## src/rtl/counter_pkg.sv

```systemverilog
// Shared types and helpers for the up/down counter family.
// The state encoding is fixed so cascaded blocks and debug tooling agree on it.
package counter_pkg;

  typedef enum logic {
    COUNT = 1'b0,
    DONE  = 1'b1
  } state_e;

  localparam int WRAP_CNT_W = 8;

  // Clamp a requested load value to the top of the count range.
  function automatic logic [31:0] clamp_load(input logic [31:0] val, input logic [31:0] top);
    return (val > top) ? top : val;
  endfunction

endpackage

```

## src/rtl/mod_n_up_counter.sv

```systemverilog
// Modulo-N up counter with parallel load, one-shot DONE state and wrap pulse.
// Optional saturating wrap counter output enabled by the WRAP_COUNT_EN macro.
module mod_n_up_counter
  import counter_pkg::*;
#(
  parameter int WIDTH   = 4,
  parameter int MODULUS = 16
) (
  input  logic             clk,
  input  logic             clear,
  input  logic             en,
  input  logic             load,
  input  logic [WIDTH-1:0] load_val,
  input  logic             one_shot,
  output logic [WIDTH-1:0] Cout,
  output logic             tc,
  output logic             wrap,
  output logic             done
`ifdef WRAP_COUNT_EN
  ,
  output logic [WRAP_CNT_W-1:0] wrap_cnt
`endif
);

  localparam logic [WIDTH-1:0] TOP = WIDTH'(MODULUS - 1);

  generate
    if (longint'(MODULUS) < 2 || longint'(MODULUS) > (longint'(1) << WIDTH)) begin : g_bad_modulus
      $error("mod_n_up_counter: MODULUS must lie in 2..2**WIDTH");
    end
  endgenerate

  logic [WIDTH-1:0] cnt_reg;
  state_e           state_reg;
  logic             wrap_reg;
  logic             done_reg;

  // Combinational so the next stage can use it directly as its enable.
  assign tc = (cnt_reg == TOP) && en && (state_reg == COUNT);

  always_ff @(posedge clk) begin
    if (!clear) begin
      cnt_reg   <= '0;
      state_reg <= COUNT;
      wrap_reg  <= 1'b0;
      done_reg  <= 1'b0;
    end else if (load) begin
      cnt_reg   <= WIDTH'(clamp_load(32'(load_val), 32'(MODULUS - 1)));
      state_reg <= COUNT;
      wrap_reg  <= 1'b0;
      done_reg  <= 1'b0;
    end else if (state_reg == COUNT && en) begin
      if (cnt_reg == TOP) begin
        if (one_shot) begin
          state_reg <= DONE;
          done_reg  <= 1'b1;
          wrap_reg  <= 1'b0;
        end else begin
          cnt_reg  <= '0;
          wrap_reg <= 1'b1;
        end
      end else begin
        cnt_reg  <= cnt_reg + 1'b1;
        wrap_reg <= 1'b0;
      end
    end else begin
      wrap_reg <= 1'b0;
    end
  end

  assign Cout = cnt_reg;
  assign wrap = wrap_reg;
  assign done = done_reg;

`ifdef WRAP_COUNT_EN
  logic                  wrap_evt;
  logic [WRAP_CNT_W-1:0] wrap_cnt_reg;

  assign wrap_evt = clear && !load && tc && !one_shot;

  always_ff @(posedge clk) begin
    if (!clear) begin
      wrap_cnt_reg <= '0;
    end else if (wrap_evt && (wrap_cnt_reg != {WRAP_CNT_W{1'b1}})) begin
      wrap_cnt_reg <= wrap_cnt_reg + 1'b1;
    end
  end

  assign wrap_cnt = wrap_cnt_reg;
`endif

endmodule
```

## config.mk

```make
export PLATFORM = sky130hd
export DESIGN_NAME = mod_n_up_counter
export DESIGN_NICKNAME = d
export VERILOG_FILES = /design/src/rtl/counter_pkg.sv /design/src/rtl/mod_n_up_counter.sv
export SDC_FILE = /design/constraint.sdc
export NUM_CORES = 1
export LEC_CHECK = 0
export ABC_AREA = 1
export CORE_AREA = 4 4 41 43
export CTS_BUF_LIST = sky130_fd_sc_hd__clkbuf_8
export CTS_CLUSTER_DIAMETER = 30
export DETAILED_ROUTE_END_ITERATION = 16
export DIE_AREA = 0 0 45 47
export GPL_TIMING_DRIVEN = 0
export SETUP_SLACK_MARGIN = 0.02
export SYNTH_ARGS = -nofsm -noshare
export SYNTH_HDL_FRONTEND = slang
export SYNTH_SLANG_ARGS = --single-unit
```

## constraint.sdc

```tcl
create_clock -name clk -period 4.2 [get_ports clk]
set_clock_uncertainty 0.2 [all_clocks]
set_input_delay 1.05 -clock clk [delete_from_list [all_inputs] [get_ports clk]]
set_output_delay 1.05 -clock clk [all_outputs]
set_load 0.01 [all_outputs]
```

Word level (Yosys, flattened, before mapping). Cells that the tools add are included.

Bitwise logic cells: 4. $add $sub $neg: 1. Equal/unequal tests: 2. Reductions and logical operators: 8. Mux-type cells: 5.

Operators with widths (count): $mux 4 (4); $add 4x1->4 const B (1); $eq 4x4->1 const B (1); $not 1->1 (4); $reduce_or 4->1 (1); $logic_and 1x1->1 (3); $ne 3x3->1 const B (1); $reduce_and 3->1 (1); $reduce_and 2->1 (1); $reduce_bool 2->1 (1); $reduce_or 2->1 (1); $mux 1 (1).

Logic and storage cells: 23. Bits of input ports: 9. Output and inout bits: 7. Flip-flop bits (word level): 6.

Longest topological paths before layout. Gate-level depths: netlist (run 1).

Depth after elaboration: 4. Gate-level depth with buffers: 8. Depth with buffers taken out: 8.

Least setup slack after synthesis (run 1). OpenSTA, ideal clock, no wires.

Path type: input-to-output. Start: input port en. End: output port tc. Stages: 2. Data required time: 2.950 ns. Slack: 1.638 ns. Data arrival time: 1.312 ns. Buffers on the path: 0. Path through: nand2_1 nor2_1.

Cells in the longest elaborated chain, start to end: 2.

Ends and longest elaborated chain: start, declared (RTL line mod_n_up_counter.sv:11) `input logic en,`; $logic_and 1x1->1 (2 in a row) (RTL line mod_n_up_counter.sv:39) `assign tc = (cnt_reg == TOP) && en && (state_reg == COUNT);`; end, declared (RTL line mod_n_up_counter.sv:16) `output logic tc,`.

No other way between the ends.

Worst setup path in the final report (run 1). Same ends and word-level chain as after synthesis.

==> impl_metrics.tcl, run 1 <==
set metrics [dict create \
    ys_ff_latch 6 \
    drtAntennaViolNets 0 \
    worst_slack_ps 667.6 \
    max_cap_violations 0 \
    drt-vias-per-instance 4.440 \
    dp_slack_ps 662.0 \
    ir_drop_mv 0.1872 \
    fp.dieW_um 45 \
    layout_commonest_cell "nand2_1" \
    syn_inst 51 \
    rsz0062_at_grt "false" \
    clk_latency_ps 230 \
    cts.sinks 6 \
    groute.usage.overall_pct 9.400 \
    r2r_start "Cout[0]$_SDFFE_PN0P_" \
    hpwl_um 650.9 \
    p_leak_nw 0.2377 \
    yosysTopAreaCell "dfxtp_1" \
    gp_congestion 0.7300 \
    cts_buffers 3 \
    fp-row-count 13 \
    drive_gt1_share_pct 10.14 \
    slowest_delay_ps 540 \
    vias 373 \
    yosys_warnings 0 \
    worstMarginPinSlew_ps 236.9 \
    synthToLayoutAreaGrowth_pct 60.43 \
    clkTransAtPathRegs_ps 40 \
    min_period_ps 3532 \
    ys_seq_area_share_pct 34.53 \
    critical_path.cell_chain "clkdlybuf4s50_1 > nand2_1 > nor2_1 > clkdlybuf4s50_1" \
    slew_viol_final 0 \
    hold_buffers 0 \
    cpMaxStageDelayCell "clkdlybuf4s50_1" \
    core_region_area_sq_um 1301 \
    fmax_ghz 0.2831 \
    htreeDepth 1 \
    antenna_found_initial 0 \
    grt-ovfl-total 0 \
    largest_reg_flops 4 \
    postCtsSetupRepairBufs 0 \
    final_util_pct 42.88 \
    fin_hold_ws_ps 264.5 \
    tritoncts "yes" \
    synth.avg_cell_area_sq_um 6.820 \
    syn-cell-area_sq_um 347.8 \
    synth_cell_types 18 \
    cp_max_fo 4 \
    endpoint_kind "primary output" \
    path_buf_inv 2 \
    grt_pass1_vias 320 \
    syn_nets 61 \
    crit_arrival_ps 2280 \
    cts_resized 0 \
    path_class "primary input to primary output" \
    wl_per_cell_um 10.30 \
    clock-root-buffer "clkbuf_8" \
    layout_common_cells "18 x nand2_1, 15 x clkdlybuf4s50_1, 6 x dfxtp_1, 6 x nor2_1, 4 x inv_1" \
    cp-start-kind "primary input" \
    synth_area_leaders "dfxtp_1 35%, nand2_1 19%, nor2_1 6.5%" \
    status "completed" \
    io_pins 16 \
    drt-total-wl_um 865 \
    antenna_cells 0 \
    start_util_pct 26.73 \
    layout.nets 81 \
    grt_pass1_wl_um 1373 \
    min_path_type "register to register" \
    required_ps 2950 \
    holdCritStartpoint "done$_SDFFE_PP0P_" \
    critical_path.top_delay_family "buffers and inverters" \
    finalHoldViolCount 0 \
    relSlewSlack_pct 84.19 \
    first_iter_violations 6 \
    critPathMostFrequentCell "clkdlybuf4s50_1" \
    drt_pre_antenna_iters 4 \
    grt_max_degree 7 \
    die_area_sq_um 2115 \
    io_buffers 15 \
    synth_top_cell_area_share_pct 34.53 \
    power.density_nw_per_um2 332.8 \
    crit_path_start "en" \
    finalSetupViolCount 0 \
    ctsLongestPathBuffers 2 \
    fin_crit_sh_pct 84.11 \
    tns_ps 0 \
    die_h_um 47 \
    drc 0 \
]
==> stage by stage <==
stage / instances / cell area [sq um] / power [W]
finish: 84 / 558.0 / 0.0001857
global route: 84 / 558.0 / 0.0001994
CTS: 84 / 558.0 / 0.0001884
detailed placement: 81 / 516.7 / 0.00009805
global placement: 81 / 516.7 / 0.00009768
floorplan: 51 / 347.8 / 0.00008005
==> logic make-up after synthesis <==
logic type               count (synthesis)  synth area share (%)
AND/OR/NAND/NOR                         32                 41.37
AO/OA/AOI/OAI                            6                 12.59
flip-flops                               6                 34.53
buffers and inverters                    5                 5.393
XOR/XNOR                                 1                 2.518
adder cells (fa/ha/maj)                  1                 3.597
==> power by group <==
| part | total, W | switching (W) | internal (W) | leakage (nW) |
|---|---|---|---|---|
| clock network | 0.0000888 | 0.0000270 | 0.0000618 | 0.0216 |
| logic | 0.0000320 | 0.0000140 | 0.0000180 | 0.167 |
| registers | 0.0000650 | 0.00000464 | 0.0000604 | 0.0493 |
==> synth_stat cells (all sizes together) <==
master / instances
nand2: 19
dfxtp: 6
nor2: 6
inv: 5
o21ai: 4
nand3: 3
nand3b: 2
a21boi: 1
a21oi: 1
ha: 1
nand4: 1
nor4: 1
xnor2: 1
==> area by class of cell <==
type	instances	area (sq um)
Sequential cell	6	120.1
Timing Repair Buffer	15	150.1
Multi-Input combinational cell	40	209.0
Clock buffer	3	41.29
Fill cell	155	743.2
Inverter	5	18.77
Tap cell	15	18.77
==> routing by layer <==
metal | up-vias | GRT usage, % | share of wire [%]
li1 | 202 | - | -
met1 | 153 | 11.36 | 48
met2 | 18 | 13.56 | 40
met3 | 0 | 5.747 | 12
met4 | 0 | 3.509 | 0
met5 | - | 0 | 0
==> path summary, 6_finish.rpt <==
| check | to | slack, ps | cells after the start |
|---|---|---|---|
| min | done$_SDFFE_PP0P_ | 260 | 2 |
| min reg2reg | done$_SDFFE_PP0P_ | 260 | 2 |
| max reg2reg | Cout[2]$_SDFFE_PN0P_ | 2620 | 6 |
| max | tc | 670 | 4 |
==> worst reg2reg max path, stage by stage, from the launching register on <==
cell	delay, ps
dfxtp_1	410
ha_1	240
nand3_2	160
o21ai_4	230
inv_2	60
o21ai_1	120
nor2_1	50
Power figures use the tool's default switching activity.
==> run 2: changes to the inputs <==
clock period = 3 ns   (was 4.2 ns; I/O delays follow)
==> impl_metrics.tcl, run 2 (synthesized netlist as in run 1, its figures left out) <==
set metrics [dict create \
    holdCritStartpoint "done$_SDFFE_PP0P_" \
    critical_path.cell_chain "clkdlybuf4s50_1 > nand2_1 > nor2_1 > dlymetal6s2s_1" \
    grt-ovfl-total 0 \
    layout_common_cells "18 x nand2_1, 14 x clkdlybuf4s50_1, 6 x dfxtp_1, 6 x nor2_1, 4 x inv_1" \
    cts_buffers 3 \
    worstMarginPinSlew_ps 236.9 \
    drc 0 \
    slew_viol_final 0 \
    clk_latency_ps 230 \
    final_cells 84 \
    clock-root-buffer "clkbuf_8" \
    min_path_type "register to register" \
    largest_reg_flops 4 \
    cts.sinks 6 \
    first_iter_violations 6 \
    crit_arrival_ps 1600 \
    layout.area.seq_sq_um 120.1 \
    grt_pass1_wl_um 1373 \
    ir_drop_mv 0.2621 \
    r2r_start "Cout[0]$_SDFFE_PN0P_" \
    dp.cells 81 \
    tns_ps 0 \
    cp_max_fo 4 \
    wl_per_cell_um 10.33 \
    grt_max_degree 7 \
    antenna_cells 0 \
    start_util_pct 26.73 \
    fp-row-count 13 \
    fin_hold_ws_ps 264.5 \
    drt_pre_antenna_iters 4 \
    fin_crit_sh_pct 85.01 \
    min_period_ps 2550 \
    grt_pass1_vias 320 \
    tritoncts "yes" \
    required_ps 2050 \
    die_area_sq_um 2115 \
    drt-vias-per-instance 4.440 \
    max_cap_violations 0 \
    io_pins 16 \
    slowest_delay_ps 480 \
    core_region_area_sq_um 1301 \
    htreeDepth 1 \
    synthToLayoutAreaGrowth_pct 61.15 \
    finalSetupViolCount 0 \
    vias 373 \
    io_buffers 15 \
    rsz0062_at_grt "false" \
    gp_congestion 0.7300 \
    fill_cells 155 \
    drive_gt1_share_pct 10.14 \
    drt-total-wl_um 868 \
    path_class "primary input to primary output" \
    ctsLongestPathBuffers 2 \
    drtAntennaViolNets 0 \
    fp.dieW_um 45 \
    status "completed" \
    clkTransAtPathRegs_ps 40 \
    cp-start-kind "primary input" \
    endpoint_kind "primary output" \
    layout_commonest_cell "nand2_1" \
    cpMaxStageDelayCell "clkdlybuf4s50_1" \
    groute.usage.overall_pct 9.400 \
    fmax_ghz 0.3921 \
    die_h_um 47 \
    layout.nets 81 \
    multi_input_area_sq_um 209.0 \
    p_leak_nw 0.2564 \
    relSlewSlack_pct 84.19 \
    antenna_found_initial 0 \
    hold_buffers 0 \
    crit_path_start "en" \
    power.density_nw_per_um2 463.9 \
    hpwl_um 650.9 \
    finalHoldViolCount 0 \
]
==> run 2: changes by cell type in the layout (fill, tap and decap cells not counted), sizes merged <==
cell,before,now
clkdlybuf4s50,15,14
dlymetal6s2s,0,1
==> run 2: per-stage QoR <==
stage          util [%]  setup slack [ps]  total power [W]  cell area (sq um)
2_1_floorplan         -              1038        0.0001121              347.8
3_3_place_gp      39.71             60.76        0.0001367              516.7
3_5_place_dp      39.71             61.96        0.0001373              516.7
4_1_cts           42.88             56.21        0.0002638              558.0
5_1_grt           43.08             397.6        0.0002791              560.5
6_report          43.08             449.6        0.0002600              560.5
==> run 2: repair_timing <==
action | in CTS | in global routing
endpoints found under the setup margin | 0 | 1
resized for setup | 0 | 1
setup buffers | 0 | 0
==> run 2: critical path: cells and delay by family <==
family	cells	cell delay [ps]
buf+inv	2	650
simple gates	2	210
==> run 2: final timing paths <==
kind	cells after the start	slack, ps	end
setup / recovery	4	450	tc
hold reg to reg	2	260	done$_SDFFE_PP0P_
hold / removal	2	260	done$_SDFFE_PP0P_
setup reg to reg	6	1420	Cout[2]$_SDFFE_PN0P_
==> run 2: layer usage <==
| layer | GRT usage [%] | up-vias | share of wire, % |
|---|---|---|---|
| met5 | 0 | - | 0 |
| met1 | 11.36 | 153 | 47 |
| li1 | - | 202 | - |
| met4 | 3.509 | 0 | 0 |
| met2 | 13.56 | 18 | 40 |
| met3 | 5.747 | 0 | 13 |
==> run 2: final cells by class <==
cell class                 count  share of cell area, %
multi-input combinational     40                  37.28
timing repair buffer          15                  27.23
sequential                     6                  21.43
clock buffer                   3                  7.366
inverter                       5                  3.348
tap                           15                  3.348
==> run 2: power breakdown <==
part / leakage [nW] / internal [W] / switching, W
clock: 0.0216 / 0.0000865 / 0.0000378
combinational: 0.186 / 0.0000252 / 0.0000195
sequential: 0.0493 / 0.0000845 / 0.00000649
==> run 3: changes to the inputs <==
CORE_AREA = default   (was 4 4 41 43)
CORE_MARGIN = 4   (was default)
CORE_UTILIZATION = 23   (was default)
DIE_AREA = default   (was 0 0 45 47)
==> impl_metrics.tcl, run 3 (synthesized netlist as in run 1, its figures left out) <==
set metrics [dict create \
    status "completed" \
    critical_path.cell_chain "clkdlybuf4s50_1 > nand2_1 > nor2_1 > dlymetal6s2s_1" \
    io_pins 16 \
    layout_commonest_cell "nand2_1" \
    antenna_found_initial 0 \
    fill_cells 162 \
    slowest_delay_ps 480 \
    tns_ps 0 \
    r2r_slack_ps 1400 \
    io_buffers 15 \
    die_h_um 46.89 \
    drc 0 \
    slew_viol_final 0 \
    power_switching_w 0.00006423 \
    crit_arrival_ps 1600 \
    grt_max_degree 7 \
    drtAntennaViolNets 0 \
    fmax_ghz 0.3928 \
    required_ps 2050 \
    grt-ovfl-total 0 \
    gp_congestion 0.7217 \
    tritoncts "yes" \
    drt-total-wl_um 847 \
    cp_max_fo 4 \
    ctsLongestPathBuffers 2 \
    cp-start-kind "primary input" \
    finalHoldViolCount 0 \
    cts.sinks 6 \
    max_cap_violations 0 \
    intPower_w 0.0001963 \
    vias 375 \
    wl_per_cell_um 10.08 \
    htreeDepth 1 \
    final_area_sq_um 560.5 \
    endpoint_kind "primary output" \
    path_class "primary input to primary output" \
    comb_power_share_pct 17.1 \
    final_cells 84 \
    cts_resized 0 \
    layout_common_cells "18 x nand2_1, 14 x clkdlybuf4s50_1, 6 x dfxtp_1, 6 x nor2_1, 4 x inv_1" \
    cts_buffers 3 \
    start_util_pct 25.46 \
    first_iter_violations 1 \
    rsz0062_at_grt "false" \
    dp.cells 81 \
    grt_pass1_vias 309 \
    clockPowerShare_pct 48.1 \
    largest_reg_flops 4 \
    hpwl_um 660.6 \
    grt_pass1_wl_um 1345 \
    antenna_cells 0 \
    min_period_ps 2546 \
    drt-vias-per-instance 4.464 \
    fp-row-count 13 \
    cpMaxStageDelayCell "clkdlybuf4s50_1" \
    clock-root-buffer "clkbuf_8" \
    fin_crit_sh_pct 84.86 \
    min_path_type "register to register" \
    groute.usage.overall_pct 9.387 \
    power.density_nw_per_um2 464.8 \
    worstMarginPinSlew_ps 252.0 \
    switching_share_pct 24.65 \
    drt_pre_antenna_iters 2 \
    clkTransAtPathRegs_ps 40 \
    finalSetupViolCount 0 \
    die_area_sq_um 2199 \
    core_region_area_sq_um 1366 \
    drive_gt1_share_pct 10.14 \
    layout.nets 81 \
    ir_drop_mv 0.2095 \
    synthToLayoutAreaGrowth_pct 61.15 \
    fp.dieW_um 46.89 \
    hold_buffers 0 \
    postCtsSetupRepairBufs 0 \
    clk_latency_ps 230 \
    p_leak_nw 0.2564 \
    seq_power_share_pct 34.8 \
    relSlewSlack_pct 83.04 \
    placed_area_sq_um 516.7 \
]
[run 3: cell counts in the layout (fill, tap and decap cells not counted)]
Identical to the previous run, type by type.
[run 3: area by class of cell]
class / instances / area, sq um / area share (%)
timing repair buffer: 15 / 152.6 / 27.23
multi-input combinational: 40 / 209.0 / 37.28
tap: 15 / 18.77 / 3.348
clock buffer: 3 / 41.29 / 7.366
sequential: 6 / 120.1 / 21.43
inverter: 5 / 18.77 / 3.348
[run 3: metrics by stage]
| step | util [%] | setup WS (ps) | power, W | hold WS (ps) |
|---|---|---|---|---|
| 2_1_floorplan | - | 1038 | 0.0001121 | 291.2 |
| 3_3_place_gp | 37.82 | 62.71 | 0.0001363 | 266.0 |
| 3_5_place_dp | 37.82 | 47.59 | 0.0001366 | 268.8 |
| 4_1_cts | 40.84 | 47.58 | 0.0002639 | 274.0 |
| 5_1_grt | 41.03 | 353.5 | 0.0002757 | 296.8 |
| 6_report | 41.03 | 454.1 | 0.0002605 | 268.2 |
[run 3: critical path, delay by kind of cell]
family	cells	cell delay, ps
buffers and inverters	2	640
and+or+nand+nor	2	210
[run 3: worst paths after layout]
| path | to | start | depth (start not counted) |
|---|---|---|---|
| setup / recovery | tc | en | 4 |
| hold / removal | done$_SDFFE_PP0P_ | done$_SDFFE_PP0P_ | 2 |
| setup reg to reg | Cout[2]$_SDFFE_PN0P_ | Cout[0]$_SDFFE_PN0P_ | 6 |
| hold reg to reg | done$_SDFFE_PP0P_ | done$_SDFFE_PP0P_ | 2 |
[run 3: per-layer routing]
metal,global-route usage [%],up-vias,routed length (um)
met5,0,-,0
met4,3.315,0,8
met3,7.663,3,82
met2,11.92,10,375
met1,11.64,162,380
li1,-,200,-
[run 3: power by group through the flow]
stage / clock network (W) / logic (W) / registers, W
after CTS: 0.000128 / 0.0000451 / 0.0000907
after global routing: 0.000134 / 0.0000496 / 0.0000918
after global placement: 0 / 0.0000445 / 0.0000918
final: 0.000125 / 0.0000444 / 0.0000907
after floorplan: 0 / 0.0000191 / 0.0000929
after detailed placement: 0 / 0.0000447 / 0.0000918
